==> config.mk <==
export PLATFORM = sky130hd
export DESIGN_NAME = xc_mask_rng_arb
export DESIGN_NICKNAME = d
export VERILOG_FILES = /design/src/rtl/xc_mask_rng_arb_pkg.sv /design/src/rtl/xc_mask_rng_arb_rr_pick.sv /design/src/rtl/xc_mask_rng_arb.sv
export SDC_FILE = /design/constraint.sdc
export NUM_CORES = 1
export LEC_CHECK = 0
export ABC_AREA = 1
export CORE_MARGIN = 5
export CORE_UTILIZATION = 45
export CTS_CLUSTER_DIAMETER = 50
export DETAILED_ROUTE_END_ITERATION = 16
export DONT_BUFFER_PORTS = 1
export PLACE_DENSITY = 0.65
export SETUP_SLACK_MARGIN = 0.2
export SLEW_MARGIN = 20
export SYNTH_ARGS = -nofsm -noshare
export SYNTH_HDL_FRONTEND = slang
export SYNTH_SLANG_ARGS = --single-unit
==> constraint.sdc <==
create_clock -name g_clk -period 1.7 [get_ports g_clk]
set_input_delay 0.17 -clock g_clk [delete_from_list [all_inputs] [get_ports g_clk]]
set_output_delay 0.17 -clock g_clk [all_outputs]
set_load 0.005 [all_outputs]
==> src/rtl/xc_mask_rng_arb_pkg.sv <==
// Shared definitions for the masking-randomness arbiter: requester indices,
// LFSR feedback taps, the single-step LFSR function and the arbiter FSM states.
// Pure declarations; no latency or backpressure of its own.
package xc_mask_pkg;

  // Requester indices into req/gnt.
  localparam int MREQ_A2B = 0;
  localparam int MREQ_B2A = 1;
  localparam int MREQ_ALU = 2;

  // Galois feedback taps for the 32-bit mask LFSR.
  localparam logic [31:0] LFSR_TAPS = 32'h8020_0003;

  typedef enum logic {
    ST_WARM = 1'b0,
    ST_RUN  = 1'b1
  } arb_state_t;

  // One Galois step: shift right, fold the taps in when the bit shifted out is 1.
  function automatic logic [31:0] lfsr_step(input logic [31:0] v);
    return (v >> 1) ^ (v[0] ? LFSR_TAPS : 32'h0000_0000);
  endfunction

endpackage

==> src/rtl/xc_mask_rng_arb_rr_pick.sv <==
// Round-robin one-hot picker: first set bit of req scanning circularly from ptr.
// Latency: purely combinational. Backpressure: none, gnt is zero when req is zero.
// Ports: req (N requests), ptr (highest-priority index), gnt (one-hot or zero), idx (granted index).
module xc_rr_pick #(
  parameter int N  = 3,
  parameter int PW = 2
) (
  input  logic [N-1:0]  req,
  input  logic [PW-1:0] ptr,
  output logic [N-1:0]  gnt,
  output logic [PW-1:0] idx
);

  always_comb begin : scan
    logic found;
    int   j;
    found = 1'b0;
    j     = 0;
    gnt   = '0;
    idx   = '0;
    for (int k = 0; k < N; k++) begin
      // ptr < 2^PW < 2N, so one wrap subtraction is always enough.
      j = int'(ptr) + k;
      if (j >= N) j = j - N;
      if (!found && req[PW'(j)]) begin
        found          = 1'b1;
        gnt[PW'(j)]    = 1'b1;
        idx            = PW'(j);
      end
    end
  end

endmodule

==> src/rtl/xc_mask_rng_arb.sv <==
// Masking-randomness arbiter: one LFSR word per grant, round-robin over the masked units, reseedable with warm-up.
// Latency: gnt/mask_data are combinational from req and state (0 cycles); reseed takes effect the next cycle.
// Backpressure: requests are level and held until granted; no grants while seeding or warming up (busy high).
// Ports: g_clk, g_resetn (async active-low), req/gnt (NREQ), mask_data (32), seed_valid/seed_data (32), busy.
module xc_mask_rng_arb
  import xc_mask_pkg::*;
#(
  parameter int          NREQ       = MREQ_ALU + 1,
  parameter logic [31:0] RESET_SEED = 32'h0000_0001,
  parameter int          WARMUP     = 4
) (
  input  logic            g_clk,
  input  logic            g_resetn,
  input  logic [NREQ-1:0] req,
  output logic [NREQ-1:0] gnt,
  output logic [31:0]     mask_data,
  input  logic            seed_valid,
  input  logic [31:0]     seed_data,
  output logic            busy
);

  localparam int         PW        = (NREQ > 1) ? $clog2(NREQ) : 1;
  // With no warm-up the counter is never consulted, so park it at zero.
  localparam logic [3:0] WCNT_INIT = (WARMUP == 0) ? 4'd0 : 4'(WARMUP - 1);
  localparam arb_state_t ST_INIT   = (WARMUP == 0) ? ST_RUN : ST_WARM;

  logic [31:0]     r_lfsr,  w_lfsr_nxt;
  arb_state_t      r_state, w_state_nxt;
  logic [3:0]      r_wcnt,  w_wcnt_nxt;
  logic [PW-1:0]   r_ptr,   w_ptr_nxt;

  logic [NREQ-1:0] w_pick_gnt;
  logic [PW-1:0]   w_pick_idx;
  logic [31:0]     w_lfsr_step;

  xc_rr_pick #(
    .N  (NREQ),
    .PW (PW)
  ) u_pick (
    .req (req),
    .ptr (r_ptr),
    .gnt (w_pick_gnt),
    .idx (w_pick_idx)
  );

  assign w_lfsr_step = lfsr_step(r_lfsr);

  always_ff @(posedge g_clk or negedge g_resetn) begin
    if (!g_resetn) begin
      r_lfsr  <= RESET_SEED;
      r_state <= ST_INIT;
      r_wcnt  <= WCNT_INIT;
      r_ptr   <= PW'(MREQ_A2B);
    end else begin
      r_lfsr  <= w_lfsr_nxt;
      r_state <= w_state_nxt;
      r_wcnt  <= w_wcnt_nxt;
      r_ptr   <= w_ptr_nxt;
    end
  end

  always_comb begin
    gnt         = '0;
    mask_data   = '0;
    busy        = (r_state == ST_WARM);
    w_lfsr_nxt  = r_lfsr;
    w_state_nxt = r_state;
    w_wcnt_nxt  = r_wcnt;
    w_ptr_nxt   = r_ptr;

    if (seed_valid) begin
      // Reseed wins over warm-up and grants; a zero seed would lock the LFSR at zero.
      w_lfsr_nxt  = (seed_data == 32'h0) ? RESET_SEED : seed_data;
      w_wcnt_nxt  = WCNT_INIT;
      w_state_nxt = ST_INIT;
    end else if (r_state == ST_WARM) begin
      w_lfsr_nxt = w_lfsr_step;
      w_wcnt_nxt = r_wcnt - 4'd1;
      if (r_wcnt == 4'd0) w_state_nxt = ST_RUN;
    end else if (|req) begin
      // Advance only on a grant so each issued word is used exactly once.
      gnt        = w_pick_gnt;
      mask_data  = r_lfsr;
      w_lfsr_nxt = w_lfsr_step;
      w_ptr_nxt  = (w_pick_idx == PW'(NREQ - 1)) ? PW'(0) : (w_pick_idx + PW'(1));
    end
  end

endmodule

==> metrics.cfg <==
[outcome]
run_status = finished with violations
violations = negative setup slack

[detailed_routing]
num_vias = 2410
firstDrtPassIters = 5
viasPerCell = 5.40
wl_um = 7350
m1WireLength_um = 3070
met2_length_um = 3530
drt_iter0_drc = 92
drc = 0
wl_met3_um = 548
wl_per_cell_um = 16.5
highest_layer = met4
drtAntennaViolNets = 0

[sta]
post-route-period-util_pct = 113
slew_headroom_pct = 71.4
rsz0062_at_grt = true
hold_viol = 0
finClkSkew_ps = 10.3
max_clock_freq_mhz = 522
layout_min_cycle_time_ps = 1920
maxSlewViolCount = 0
fin_ws_ps = -217
finalSetupViolations = 4
worst_pin_slew_ps = 428

[placement]
hpwl_um = 4460
place_area_mm2 = 0.00265
port_buffers = 0
place.gp.congestion = 0.813

[critical_path]
required_ps = 1530
cp_slowest_stage_delay_ps = 420
cp_max_fo = 6
cp-start-kind = register
path_cells = inv_2 -> ha_4 -> inv_6 -> nand2_2 -> nand3_2 -> nand2_2 -> nand3_1 -> o21ai_0 -> nor2_1 -> nor2_1
path_class = register to output pin
critPathArrivalTime_ps = 1750
critPathCaptureType = output pin
worstRegToRegCells = 11
cp_slowest_cell = dfrtp_2

[clock_tree]
root_buffer = clkbuf_8
cts_made_buffers = 5
cts_buffer_depth = 2
cts_tree = done
h-tree-depth = 2
clock_latency_ps = 290
clock-sinks = 39
clk_transition_reported_paths_ps = 80

[cells_and_area]
fin_nets = 417
layout-drive-gt1-share_pct = 41.4
antenna-diode-count = 0
area_growth_pct = 33.3
final_area_mm2 = 0.00351

[yosys]
syn_inst = 347
synthTopCellsByArea = dfrtp_1 34%, nor2_1 9.7%, a21oi_2 8.3%
synth.distinct_cells = 29
ys_warn_count = 0
yosys_register_bits = 39
synthesis.area_mm2 = 0.00263
yosysTopAreaCellShare_pct = 34.2
synth.avg_cell_area_um2 = 7.58
yosys.area.top_type = dfrtp_1
synth_nets = 391
yosysSeqAreaShare_pct = 37.2

[power]
irDropWorstVdd_uv = 799
power.total_uw = 3530
powerDensity_mw_per_mm2 = 1010
power_frac_comb_pct = 49.4
power.internal_uw = 2120
switching_share_pct = 39.9
p_leak_uw = 0.00148
switchingPower_uw = 1410
clockPowerShare_pct = 18.6
seq_power_share_pct = 31.9

[hold_path]
hold_path_class = input port to register
hold_path_depth = 2

[run]
drv_cap = 0

[die]
die_area_mm2 = 0.00748
io-pin-count = 74
initial_core_util_pct = 46.9
core_mm2 = 0.00561
die_w_um = 86.5
die_h_um = 86.5
rows = 27

[global_route]
grt.overflow.total = 0
grt_pass1_vias = 2346
grt_max_degree = 67
antenna_found_initial = 0
gr-usage-all-layers_pct = 19.4
grt_pass1_wl_um = 11500

[flip-flops by register name, summed over array words and instances, names as in the netlist]
signal,cells
r_lfsr,32
r_ptr,2
r_state,1
r_wcnt,4
[Yosys cell counts, drive strengths merged]
| cell | number |
|---|---|
| a31oi | 2 |
| a21oi | 64 |
| o211ai | 1 |
| dfrtp | 36 |
| inv | 51 |
| nor2 | 70 |
| nand2 | 39 |
| ha | 6 |
| nand3 | 16 |
| nand3b | 1 |
| nand4 | 2 |
| buf | 12 |
| nor3 | 3 |
| clkbuf | 4 |
| o21ai | 37 |
| dfstp | 3 |
[cell type report]
| cell class | count | area (µm²) |
|---|---|---|
| Tap cell | 72 | 90.1 |
| Multi-Input combinational cell | 242 | 1710 |
| Inverter | 51 | 209 |
| Timing Repair inverter | 2 | 50.0 |
| Clock buffer | 7 | 86.3 |
| Timing Repair Buffer | 32 | 368 |
| Fill cell | 502 | 2100 |
| Clock inverter | 1 | 8.76 |
| Sequential cell | 39 | 981 |
[placed cells by master (no fill, tap or decap), drive strengths merged]
cell type / count
inv: 52
a31oi: 2
o211ai: 1
nand3: 16
dlygate4sd3: 3
dfstp: 3
nor3: 3
dfrtp: 36
ha: 6
nand3b: 1
clkbuf: 9
a21oi: 64
nand4: 2
nor2: 70
buf: 27
o21ai: 37
clkinv: 2
nand2: 40
[critical path: cells and delay by family (launching register included)]
kind / cells / cell delay, ps
AND/OR/NAND/NOR: 6 / 520
flip-flops: 1 / 420
adder cells (fa/ha/maj): 1 / 320
buffers and inverters: 2 / 120
AO/OA/AOI/OAI: 1 / 80
[power by group through the flow]
stage	combinational, µW	clock, µW	sequential, µW
global route	1910	716	1140
CTS	1430	680	1120
global placement	1060	0	1130
finish	1750	658	1130
detailed placement	1080	0	1130
floorplan	940	0	1120
[final timing paths]
path | to | slack (ps) | from
worst max-delay path | gnt[0] | -220 | r_ptr[0]
worst min-delay path | r_lfsr[21] | 20 | seed_data[21]
worst max register to register | r_ptr[0] | -140 | r_ptr[0]
worst min register to register | r_wcnt[1] | 530 | r_wcnt[1]
max in group asynchronous | r_wcnt[1] | 1100 | g_resetn
min in group asynchronous | r_lfsr[25] | 330 | g_resetn
[logic make-up after synthesis]
| family | Yosys count | share of synthesized area [%] |
|---|---|---|
| fa+ha+maj | 6 | 2.85 |
| buf+inv | 67 | 13.2 |
| compound gates | 104 | 24.5 |
| flops | 39 | 37.2 |
| simple gates | 131 | 22.2 |
[routing by layer]
metal	GRT usage, %	vias up
met5	0	-
met2	31.0	96
met1	25.2	1121
met4	6.37	0
met3	5.89	17
li1	-	1176
[through the flow]
stage          util [%]  hold WS [ps]  std cells  setup TNS [ps]  setup slack [ps]
6_report           62.5          24.6        446            -550              -217
5_1_grt            62.5          21.3        446            -952              -315
4_1_cts            56.8          2.61        433            -304              -154
3_5_place_dp       47.2          -124        407               0              62.5
3_3_place_gp       47.2          -125        407               0               119
2_1_floorplan         -          -126        347               0               203
[repair_timing]
item | CTS | global route
gates cloned | 2 | 3
gates resized for setup | 83 | 63
setup endpoints to repair | 37 | 61
pin swaps | 23 | 8
hold buffers | 3 | 1
setup buffers | 13 | 9
endpoints found under the hold margin | 41 | 1
No activity file was read; power rests on OpenSTA's default activity.
